<file path="config.mk">
export PLATFORM = sky130hd
export DESIGN_NAME = can_frame_decoder
export DESIGN_NICKNAME = d
export VERILOG_FILES = /design/src/rtl/can_frame_decoder.sv
export SDC_FILE = /design/constraint.sdc
export NUM_CORES = 1
export LEC_CHECK = 0
export CAP_MARGIN = 20
export CORE_ASPECT_RATIO = 1.1
export CORE_MARGIN = 8
export CORE_UTILIZATION = 50
export CTS_BUF_LIST = sky130_fd_sc_hd__clkbuf_2
export CTS_CLUSTER_SIZE = 10
export DETAILED_ROUTE_END_ITERATION = 7
export PLACE_DENSITY = 0.71
export SLEW_MARGIN = 20
export SYNTH_ARGS = -nofsm -noshare
export SYNTH_HDL_FRONTEND = slang
export SYNTH_SLANG_ARGS = --single-unit
</file>
<file path="constraint.sdc">
create_clock -name CLK -period 2.85 [get_ports CLK]
set_input_delay 0.855 -clock CLK [delete_from_list [all_inputs] [get_ports CLK]]
set_output_delay 0.855 -clock CLK [all_outputs]
set_load 0.05 [all_outputs]
</file>
<file path="src/rtl/can_frame_decoder.sv">
// CAN 2.0A receive frame decoder: parses the destuffed bit stream, checks CRC-15 and
// the fixed-form fields, and publishes ID/RTR/DLC/data with a one-cycle frame_valid.
module can_frame_decoder #(
    parameter int IDLE_BITS = 11,
    parameter int EOF_BITS  = 7,
    parameter int IFS_BITS  = 3
) (
    input  logic        CLK,
    input  logic        RST_N,
    input  logic        bit_valid,
    input  logic        bit_in,
    output logic        busy,
    output logic        frame_valid,
    output logic [10:0] id,
    output logic        rtr,
    output logic [3:0]  dlc,
    output logic [63:0] data,
    output logic        ack_seen,
    output logic        crc_err,
    output logic        form_err,
    output logic        ext_err
);

    typedef enum logic [3:0] {
        S_WAIT_IDLE, S_IDLE, S_ARB, S_CTRL, S_DATA, S_CRC,
        S_CRC_DEL, S_ACK_SLOT, S_ACK_DEL, S_EOF, S_INTERMISSION
    } state_t;

    localparam logic [6:0] IDLE_LAST = 7'(IDLE_BITS - 1);
    localparam logic [6:0] EOF_LAST  = 7'(EOF_BITS - 1);
    localparam logic [6:0] IFS_LAST  = 7'(IFS_BITS - 1);

    state_t      state, state_nxt;
    logic [6:0]  cnt, cnt_nxt;
    logic [14:0] crc, crc_rx;
    logic [10:0] id_sh;
    logic        rtr_sh, ack_sh;
    logic [3:0]  dlc_sh, dlc_new, nbytes, nbytes_calc;
    logic [63:0] data_sh;
    logic [6:0]  data_last;
    logic        fv_nxt, crc_err_nxt, form_err_nxt, ext_err_nxt;

    function automatic logic [14:0] crc_step(input logic [14:0] c, input logic b);
        crc_step = {c[13:0], 1'b0} ^ ((b ^ c[14]) ? 15'h4599 : 15'h0000);
    endfunction

    // The last DLC bit is still on bit_in when the byte count is decided.
    assign dlc_new     = {dlc_sh[2:0], bit_in};
    assign nbytes_calc = rtr_sh ? 4'd0 : ((dlc_new > 4'd8) ? 4'd8 : dlc_new);
    assign data_last   = {nbytes, 3'b000} - 7'd1;

    assign busy = (state inside {S_ARB, S_CTRL, S_DATA, S_CRC, S_CRC_DEL,
                                 S_ACK_SLOT, S_ACK_DEL, S_EOF});

    always_ff @(posedge CLK or negedge RST_N) begin
        if (!RST_N) begin
            state <= S_WAIT_IDLE;
            cnt   <= '0;
        end else begin
            state <= state_nxt;
            cnt   <= cnt_nxt;
        end
    end

    always_comb begin
        state_nxt    = state;
        cnt_nxt      = cnt;
        fv_nxt       = 1'b0;
        crc_err_nxt  = 1'b0;
        form_err_nxt = 1'b0;
        ext_err_nxt  = 1'b0;
        if (bit_valid) begin
            case (state)
                S_WAIT_IDLE: begin
                    if (!bit_in) begin
                        cnt_nxt = '0;
                    end else if (cnt == IDLE_LAST) begin
                        state_nxt = S_IDLE;
                        cnt_nxt   = '0;
                    end else begin
                        cnt_nxt = cnt + 7'd1;
                    end
                end
                S_IDLE: begin
                    if (!bit_in) begin
                        state_nxt = S_ARB;
                        cnt_nxt   = '0;
                    end
                end
                S_ARB: begin
                    // 11 ID bits followed by RTR
                    if (cnt == 7'd11) begin
                        state_nxt = S_CTRL;
                        cnt_nxt   = '0;
                    end else begin
                        cnt_nxt = cnt + 7'd1;
                    end
                end
                S_CTRL: begin
                    // IDE, r0, then DLC[3:0]
                    if (cnt == 7'd0 && bit_in) begin
                        ext_err_nxt = 1'b1;
                        state_nxt   = S_WAIT_IDLE;
                        cnt_nxt     = '0;
                    end else if (cnt == 7'd5) begin
                        state_nxt = (nbytes_calc == 4'd0) ? S_CRC : S_DATA;
                        cnt_nxt   = '0;
                    end else begin
                        cnt_nxt = cnt + 7'd1;
                    end
                end
                S_DATA: begin
                    if (cnt == data_last) begin
                        state_nxt = S_CRC;
                        cnt_nxt   = '0;
                    end else begin
                        cnt_nxt = cnt + 7'd1;
                    end
                end
                S_CRC: begin
                    if (cnt == 7'd14) begin
                        state_nxt = S_CRC_DEL;
                        cnt_nxt   = '0;
                    end else begin
                        cnt_nxt = cnt + 7'd1;
                    end
                end
                S_CRC_DEL: begin
                    if (crc_rx != crc) begin
                        crc_err_nxt = 1'b1;
                        state_nxt   = S_WAIT_IDLE;
                    end else if (!bit_in) begin
                        form_err_nxt = 1'b1;
                        state_nxt    = S_WAIT_IDLE;
                    end else begin
                        state_nxt = S_ACK_SLOT;
                    end
                    cnt_nxt = '0;
                end
                S_ACK_SLOT: state_nxt = S_ACK_DEL;
                S_ACK_DEL: begin
                    if (!bit_in) begin
                        form_err_nxt = 1'b1;
                        state_nxt    = S_WAIT_IDLE;
                    end else begin
                        state_nxt = S_EOF;
                    end
                    cnt_nxt = '0;
                end
                S_EOF: begin
                    if (!bit_in) begin
                        form_err_nxt = 1'b1;
                        state_nxt    = S_WAIT_IDLE;
                        cnt_nxt      = '0;
                    end else if (cnt == EOF_LAST) begin
                        fv_nxt    = 1'b1;
                        state_nxt = S_INTERMISSION;
                        cnt_nxt   = '0;
                    end else begin
                        cnt_nxt = cnt + 7'd1;
                    end
                end
                S_INTERMISSION: begin
                    if (!bit_in) begin
                        form_err_nxt = 1'b1;
                        state_nxt    = S_WAIT_IDLE;
                        cnt_nxt      = '0;
                    end else if (cnt == IFS_LAST) begin
                        state_nxt = S_IDLE;
                        cnt_nxt   = '0;
                    end else begin
                        cnt_nxt = cnt + 7'd1;
                    end
                end
                default: begin
                    state_nxt = S_WAIT_IDLE;
                    cnt_nxt   = '0;
                end
            endcase
        end
    end

    always_ff @(posedge CLK or negedge RST_N) begin
        if (!RST_N) begin
            crc         <= '0;
            crc_rx      <= '0;
            id_sh       <= '0;
            rtr_sh      <= 1'b0;
            dlc_sh      <= '0;
            nbytes      <= '0;
            data_sh     <= '0;
            ack_sh      <= 1'b0;
            frame_valid <= 1'b0;
            crc_err     <= 1'b0;
            form_err    <= 1'b0;
            ext_err     <= 1'b0;
            id          <= '0;
            rtr         <= 1'b0;
            dlc         <= '0;
            data        <= '0;
            ack_seen    <= 1'b0;
        end else begin
            frame_valid <= fv_nxt;
            crc_err     <= crc_err_nxt;
            form_err    <= form_err_nxt;
            ext_err     <= ext_err_nxt;
            if (bit_valid) begin
                case (state)
                    S_IDLE: begin
                        if (!bit_in) begin
                            crc     <= crc_step(15'h0000, bit_in);
                            data_sh <= '0;
                        end
                    end
                    S_ARB: begin
                        crc <= crc_step(crc, bit_in);
                        if (cnt < 7'd11) id_sh  <= {id_sh[9:0], bit_in};
                        else             rtr_sh <= bit_in;
                    end
                    S_CTRL: begin
                        crc <= crc_step(crc, bit_in);
                        if (cnt >= 7'd2) dlc_sh <= dlc_new;
                        if (cnt == 7'd5) nbytes <= nbytes_calc;
                    end
                    S_DATA: begin
                        // first data bit lands in bit 63
                        crc                <= crc_step(crc, bit_in);
                        data_sh[~cnt[5:0]] <= bit_in;
                    end
                    S_CRC:      crc_rx <= {crc_rx[13:0], bit_in};
                    S_ACK_SLOT: ack_sh <= ~bit_in;
                    default: ;
                endcase
            end
            if (fv_nxt) begin
                id       <= id_sh;
                rtr      <= rtr_sh;
                dlc      <= dlc_sh;
                data     <= data_sh;
                ack_seen <= ack_sh;
            end
        end
    end

endmodule

</file>
======== Word level (Yosys, flattened, before mapping) ========
Index checks and enable logic that the tools add are counted.
cells by class
  order comparisons ....................... 5
  bitwise operators ....................... 6
  eq/ne operators ......................... 27
  $add $sub $neg .......................... 2
  mux-type cells .......................... 54
  reductions and logical operators ........ 20
operator list
  cell                 count
  $pmux 64 s2          1
  $mux 7               12
  $bwmux 64            1
  $mux 64              1
  $pmux 7 s9           1
  $mux 4               15
  $pmux 4 s11          1
  $mux 15              2
  $pmux 15 s2          1
  $eq 7x4->1 const B   3
  $reduce_and 3->1     7
  $eq 4x3->1 const B   4
  $mux 1               15
  $ne 15x15->1         1
  $xor 15x15->15       1
  $eq 7x3->1 const B   2
  $eq 4x4->1 const B   3
  $reduce_and 10->1    1
  $eq 4x2->1 const B   2
  $logic_not 4->1      2
  $reduce_bool 8->1    1
  $add 7x1->7 const B  1
  $eq 7x2->1 const B   1
  $eq 7x7->1           1
  23 further kinds     34
storage, ports and cells
  output and inout bits ................... 86
  bits in registers ....................... 211
  input port bits ......................... 4

======== Longest topological paths before layout ========
Gate-level depths: netlist of run 1.
  depth in word-level cells ............... 8
  depth in mapped cells ................... 9

======== Worst setup path after synthesis of run 1 ========
Ideal clock, no wire load.
  path type ............................... flip-flop to output port
  start point ............................. register state[1]
  end point ............................... output port busy
  required time ........................... 1,995 ps
  cell stages (with the launch flop) ...... 5
  setup slack ............................. 311 ps
  data arrival time ....................... 1,684 ps
  path buffers ............................ 2
  cells stage by stage .................... dfrtp_1 clkbuf_1 buf_2 nor2_1 xnor2_1
on the way
  word-level cells in the longest chain between the ends .. 2
RTL lines
  element                                   RTL line  source
  start: declaration                        33        state_t state, state_nxt;
  start signal: assignment                  60        state <= state_nxt;
  $eq 4x2->1, or another cell as far along  52        assign busy = (state inside {S_ARB, S_CTRL, S_DATA, S_CRC, S_CRC_DEL,
  $reduce_bool 8->1 *                       52
  end: declaration                          12        output logic busy,
Every way passes the cells marked *; elsewhere a longest branch is shown, timed or not.

======== Final worst setup path of run 1 ========
  start point ............................. register data[13]
  end point ............................... output port data[13]
RTL lines
  element                   RTL line  source
  start: declaration        17        output logic [63:0] data,
  start signal: assignment  239       data <= data_sh;
No word-level cell between the ends.

==> flow_metrics.env, run 1 <==
export IMPL_floorplan_die_area_um2=23700
export IMPL_routed_wirelength_um=23100
export IMPL_cp_max_fo=2
export IMPL_critical_path_n_buffers_inverters=1
export IMPL_drt_pre_antenna_iters=8
export IMPL_routabilityCongestion=0.900
export IMPL_avgSynthCellArea_um2=11.3
export IMPL_max_slew_margin=0.441
export IMPL_cts_post_setup_buffers_inserted=0
export IMPL_htree_num_levels=2
export IMPL_synthDominantAreaCellType="sky130_fd_sc_hd__dfrtp_1"
export IMPL_worst_pin_slew_ps=833
export IMPL_layout_commonest_cell="sky130_fd_sc_hd__dfrtp_1"
export IMPL_startpoint_type="flip-flop"
export IMPL_switching_share=0.383
export IMPL_path_cells="clkdlybuf4s50_1"
export IMPL_slew_viol_final=0
export IMPL_cts_reportedPaths_clkPinSlew_ps=100
export IMPL_tritoncts_num_buffers=52
export IMPL_clock_insertion_delay_worst_skew_ps=820
export IMPL_clock_sink_count=211
export IMPL_status="completed"
export IMPL_timing_critical_path_slowest_stage_cell="sky130_fd_sc_hd__clkdlybuf4s50_1"
export IMPL_critPathKind="reg -> out"
export IMPL_tritoncts="done"
export IMPL_root_buffer="sky130_fd_sc_hd__clkbuf_2"
export IMPL_aggregate_global_route_resource_usage=0.196
export IMPL_mean_routed_wirelength_per_cell_um=18.1
export IMPL_synth_sequential_area_ratio=0.556
export IMPL_grt_first_pass_wirelength_um=38100
export IMPL_cp_slowest_stage_delay_ps=800
export IMPL_drt_antenna_violating_nets=0
export IMPL_floorplan_io_pins=90
export IMPL_irDropWorstVdd_uv=520
export IMPL_hold_violations=0
export IMPL_ys_async_sr_fraction=1.00
export IMPL_synth_largest_type_area_fraction=0.556
export IMPL_setup_viol=0
export IMPL_synth_ff_type="sky130_fd_sc_hd__dfrtp_1"
export IMPL_count_of_distinct_cell_types_in_the_synthesized_netlist=63
export IMPL_cp_end_kind="primary output"
export IMPL_switchingPower_mw=3.13
export IMPL_rsz_0062_raised_after_global_routing="no"
export IMPL_layout_area_overhead_vs_synth_pct=19.8
export IMPL_cp_top_family="buffers and inverters"
export IMPL_fp_coreArea_um2=18900
export IMPL_buffer_ports_inserted=89
export IMPL_drive_gt1_frac=0.242
export IMPL_worst_case_setup_margin_in_the_final_layout_ps=77.1
export IMPL_flops_latches_synth=211
export IMPL_count_of_yosys_warnings_during_synthesis=0
export IMPL_power_leakage_nw=5.97
export IMPL_cts_buffer_depth=3
export IMPL_syn_inst=841
export IMPL_internal_power_mw=5.05
export IMPL_synthesis_area_um2=9500
export IMPL_pwr_share_clk=0.239
export IMPL_commonest_cells_after_routing_fill_and_taps_aside="sky130_fd_sc_hd__dfrtp_1 (208), sky130_fd_sc_hd__o21ai_0 (130), sky130_fd_sc_hd__mux2_2 (99)"
export IMPL_grt_max_degree=67
export IMPL_finClkSkew_ps=63.4
export IMPL_detail_route_vias_per_cell=5.69
export IMPL_std_cell_rows=53
export IMPL_first_global_vias=7219
export IMPL_chipWidth_um=147
export IMPL_drv_cap=0
export IMPL_achievable_frequency_ghz=0.361
export IMPL_die_height_um=161
export IMPL_power_per_cell_area_nw_per_um2=719
export IMPL_period_needed_ps=2770
export IMPL_pre_cts_slack_ps=-154
export IMPL_detailroute_via_count=7282
export IMPL_hold_path_class="reg -> reg"
export IMPL_cp_arrival_ps=1920
export IMPL_layout_worst_path_cycle_share=0.973
export IMPL_initial_core_utilization=0.503
export IMPL_overall_power_mw=8.18
export IMPL_dpl_wire_length_um=15500
export IMPL_drt_initial_drc_count=667
export IMPL_drc_errors=0
export IMPL_critical_path_required_ps=2000
export IMPL_syn_num_nets=850
export IMPL_netlist_top_cells_area="sky130_fd_sc_hd__dfrtp_1 (56%), sky130_fd_sc_hd__mux2_2 (12%), sky130_fd_sc_hd__o21ai_0 (6.9%), sky130_fd_sc_hd__a21oi_1 (3.2%), sky130_fd_sc_hd__nand2_1 (2.3%)"
export IMPL_edff_count_synth=0
export IMPL_power_sequential_fraction=0.441
export IMPL_grt_overflow_total=0
export IMPL_combinationalPowerShare=0.320
export IMPL_initial_antenna_violation_count=1
export IMPL_final_nets=1003
[logic make-up after synthesis]
family,share of synthesized area
compound gates,0.134
flops,0.556
simple gates,0.106
mux,0.139
xor+xnor,0.0273
fa+ha+maj,0.00659
buf+inv,0.0316
[synth_stat cells, drive strengths merged (3+ instances only)]
library cell,count
nand4,7
xor2,6
and3b,3
a31oi,7
dfrtp,211
o21ai,131
a21o,3
nand2,58
a21oi,60
nor3,16
clkbuf,32
inv,8
nand3,36
nor2b,9
nor2,21
a32oi,4
mux2i,5
nand3b,3
nand2b,6
and3,3
nor4,6
ha,5
nor4b,4
and2,7
mux2,113
a41oi,4
buf,20
xnor2,21
[routing by layer]
| layer | share of wire | wire length (um) | GRT usage |
|---|---|---|---|
| met5 | 0 | 0 | 0 |
| met4 | 0.026 | 608 | 0.0733 |
| met3 | 0.060 | 1380 | 0.0436 |
| met2 | 0.47 | 10900 | 0.303 |
| met1 | 0.44 | 10200 | 0.266 |
[repair_timing]
action,in CTS,in global routing
hold buffers,1,0
hold endpoints to repair,34,0
resized for setup,75,14
setup endpoints to repair,75,11
[path summary, 6_finish.rpt]
| check | end | slack, ps | depth (start not counted) | startpoint |
|---|---|---|---|---|
| worst max-delay path | data[13] | 80 | 1 | data[13]$_DFFE_PN0P_ |
| worst min-delay path | data[63]$_DFFE_PN0P_ | 490 | 1 | data_sh[63]$_DFFE_PN0P_ |
| worst max register to register | state[3]$_DFFE_PN0P_ | 220 | 7 | cnt[0]$_DFFE_PN0P_ |
| worst min register to register | data[63]$_DFFE_PN0P_ | 490 | 1 | data_sh[63]$_DFFE_PN0P_ |
| max in group asynchronous | state[2]$_DFFE_PN0P_ | 1580 | 3 | RST_N |
| min in group asynchronous | data_sh[33]$_DFFE_PN0P_ | 520 | 2 | RST_N |
[through the flow]
step           hold slack, ps  instance area (um2)  std cells  TNS, ps  utilization
3_3_place_gp              467                11000       1186    -1410        0.580
4_1_cts                   469                11300       1278        0        0.600
5_1_grt                   502                11400       1279        0        0.602
2_1_floorplan             458                 9500        841        0            -
6_report                  487                11400       1279        0        0.602
3_5_place_dp              477                11000       1186    -1990        0.580
[layout make-up]
type                       instances  area, um2
antenna                            1       2.50
clock buffer                      69        345
inverter                           9       33.8
fill                            1628       7520
multi-input combinational        569       3940
timing repair buffer             151       1360
clock inverter                    22        111
tap                              247        309
sequential                       211       5280
[state kept, by name, summed over array words and instances, names as in the netlist, 4 cells and up]
name,flops
crc_rx,15
data_sh,64
crc,15
dlc_sh,4
id,11
data,64
state,4
id_sh,11
cnt,7
dlc,4
nbytes,4
[power groups by stage]
stage          combinational (mW)  clock (mW)  sequential [mW]
2_1_floorplan                1.72           0             3.50
3_3_place_gp                 2.52           0             3.65
3_5_place_dp                 2.55           0             3.65
4_1_cts                      2.56        2.03             3.60
5_1_grt                      2.84        2.18             3.65
6_report                     2.62        1.95             3.61
No activity file was read; power rests on OpenSTA's default activity.
==> inputs of run 2 (changes only) <==
MAX_ROUTING_LAYER = met4   (was unset)
==> run 2 against run 1 <==
  * Clock-buffer cell count is 2 higher
  * Critical endpoint is now busy
  * Worst hold slack gained 4.1 ps
  * Global-route usage rose by 0.75 points
  * Flip-flop and latch count stayed put
  * Combinational power about the same
  * Routed wire length grew 0.76%
  * Total power grew 0.18%
  * First-iteration DRC count is 3.0% lower
  * Clock skew shrank 7.8 ps
  * Register-to-register slack gained 160 ps
==> flow_metrics.env, run 2 (same netlist as run 1, synthesis figures left out) <==
export IMPL_status="completed"
export IMPL_hold_path_class="reg -> reg"
export IMPL_max_slew_margin=0.461
export IMPL_worstSetupPathDepth=4
export IMPL_layout_worst_path_cycle_share=0.949
export IMPL_drt_pre_antenna_iters=6
export IMPL_power_leakage_nw=6.06
export IMPL_rsz_0062_raised_after_global_routing="no"
export IMPL_period_needed_ps=2700
export IMPL_hold_violations=0
export IMPL_cts_reportedPaths_clkPinSlew_ps=100
export IMPL_htree_num_levels=2
export IMPL_routabilityCongestion=0.940
export IMPL_detailroute_via_count=7251
export IMPL_detail_route_vias_per_cell=5.66
export IMPL_r2r_setup_slack_ps=380
export IMPL_worst_r2r_cell_count=7
export IMPL_fin_util=0.604
export IMPL_route_layer_met1_wl_um=10100
export IMPL_routed_wirelength_um=23300
export IMPL_combinationalPowerShare=0.324
export IMPL_clock_sink_count=211
export IMPL_worst_pin_slew_ps=803
export IMPL_overall_power_mw=8.19
export IMPL_setup_viol=0
export IMPL_dr_max_layer_used="met4"
export IMPL_buffer_ports_inserted=89
export IMPL_irDropWorstVdd_uv=542
export IMPL_cts_buffer_depth=3
export IMPL_first_global_vias=7268
export IMPL_cp_top_family="flip-flops"
export IMPL_slew_viol_final=0
export IMPL_cp_max_fo=13
export IMPL_root_buffer="sky130_fd_sc_hd__clkbuf_2"
export IMPL_initial_core_utilization=0.503
export IMPL_startpoint_type="flip-flop"
export IMPL_floorplan_die_area_um2=23700
export IMPL_clock_insertion_delay_worst_skew_ps=800
export IMPL_commonest_cells_after_routing_fill_and_taps_aside="sky130_fd_sc_hd__dfrtp_1 (208), sky130_fd_sc_hd__o21ai_0 (130), sky130_fd_sc_hd__mux2_2 (99)"
export IMPL_grt_first_pass_wirelength_um=38400
export IMPL_std_cell_rows=53
export IMPL_cp_slowest_stage_delay_ps=460
export IMPL_drc_errors=0
export IMPL_grt_overflow_total=0
export IMPL_tritoncts_num_buffers=51
export IMPL_power_sequential_fraction=0.438
export IMPL_dpl_cell_area_um2=11000
export IMPL_cp_arrival_ps=1850
export IMPL_tritoncts="done"
export IMPL_internal_power_mw=5.08
export IMPL_floorplan_io_pins=90
export IMPL_hold_path_end="data[12]$_DFFE_PN0P_"
export IMPL_mean_routed_wirelength_per_cell_um=18.2
export IMPL_final_nets=1006
export IMPL_min_delay_start="data[12]$_DFFE_PN0P_"
export IMPL_critical_path_required_ps=2000
export IMPL_reg_largest_list="data x64, data_sh x64"
export IMPL_critical_path_n_buffers_inverters=2
export IMPL_power_per_cell_area_nw_per_um2=717
export IMPL_switchingPower_mw=3.11
export IMPL_layout_area_overhead_vs_synth_pct=20.2
export IMPL_drive_gt1_frac=0.246
export IMPL_layout_commonest_cell="sky130_fd_sc_hd__dfrtp_1"
export IMPL_finalInstanceArea_um2=11400
export IMPL_holdPathStages=1
export IMPL_rr_endpoint="state[3]$_DFFE_PN0P_"
export IMPL_pwr_share_clk=0.238
export IMPL_drt_initial_drc_count=647
export IMPL_dpl_wire_length_um=15700
export IMPL_drv_cap=0
export IMPL_fp_coreArea_um2=18900
export IMPL_critPathKind="reg -> out"
export IMPL_path_cells="buf_6 -> nor2_2 -> xnor2_1 -> buf_4"
export IMPL_finClkSkew_ps=55.6
export IMPL_chipWidth_um=147
export IMPL_met3WireLength_um=1600
export IMPL_aggregate_global_route_resource_usage=0.204
export IMPL_grt_max_degree=66
export IMPL_timing_critical_path_slowest_stage_cell="sky130_fd_sc_hd__dfrtp_2"
export IMPL_initial_antenna_violation_count=1
export IMPL_timing_rr_start="cnt[0]$_DFFE_PN0P_"
export IMPL_drt_antenna_violating_nets=0
export IMPL_cp_end_kind="primary output"
export IMPL_switching_share=0.379
export IMPL_die_height_um=161
export IMPL_achievable_frequency_ghz=0.370
export IMPL_met2_wirelength_um=10900
run 2: cell count changes in the layout (fill, tap and decap cells not counted), sizes merged:
cell | previous run | this run
dlymetal6s2s | 10 | 15
clkbuf | 70 | 72
buf | 62 | 66
clkinv | 20 | 17
dlygate4sd2 | 74 | 70
inv | 10 | 9
clkdlybuf4s50 | 3 | 2
run 2: area by class of cell:
type,instances,area [um2]
Antenna cell,1,2.50
Timing Repair Buffer,155,1410
Tap cell,247,309
Inverter,9,33.8
Sequential cell,211,5280
Multi-Input combinational cell,569,3930
Fill cell,1638,7480
Clock inverter,18,97.6
Clock buffer,71,355
run 2: worst max path at each step:
stage                         start                   end  slack (ps)
6_report       state[1]$_DFFE_PN0P_                  busy         150
5_1_grt        state[1]$_DFFE_PN0P_                  busy           8
4_1_cts        data[13]$_DFFE_PN0P_              data[13]       0.008
3_5_place_dp                 bit_in  state[3]$_DFFE_PN0P_        -120
3_3_place_gp                 bit_in  state[3]$_DFFE_PN0P_        -110
2_1_floorplan  state[1]$_DFFE_PN0P_                  busy         310
run 2: timing repair:
| action | CTS | global route |
|---|---|---|
| hold buffers | 1 | 0 |
| endpoints found under the hold margin | 19 | 0 |
| endpoints found under the setup margin | 71 | 16 |
| setup buffers | 0 | 4 |
| gates resized for setup | 73 | 17 |
| pin swaps | 0 | 1 |
run 2: per-layer routing:
metal  GRT usage  vias up
li1            -     3391
met1       0.260     3501
met2       0.308      301
met3      0.0447       58
met4      0.0877        0
met5           -        -
run 2: metrics by stage:
step / TNS [ps] / instances / setup slack, ps / hold slack (ps)
after floorplan: 0 / 841 / 311 / 458
after global placement: -187 / 1186 / -106 / 467
after detailed placement: -553 / 1186 / -115 / 478
after CTS: 0 / 1276 / 0.00777 / 497
after global routing: 0 / 1281 / 8.33 / 518
final: 0 / 1281 / 146 / 491
run 2: power groups by stage:
stage / clock [mW] / sequential, mW / combinational, mW
2_1_floorplan: 0 / 3.50 / 1.72
3_3_place_gp: 0 / 3.65 / 2.54
3_5_place_dp: 0 / 3.65 / 2.55
4_1_cts: 2.02 / 3.60 / 2.57
5_1_grt: 2.18 / 3.64 / 2.89
6_report: 1.95 / 3.59 / 2.65
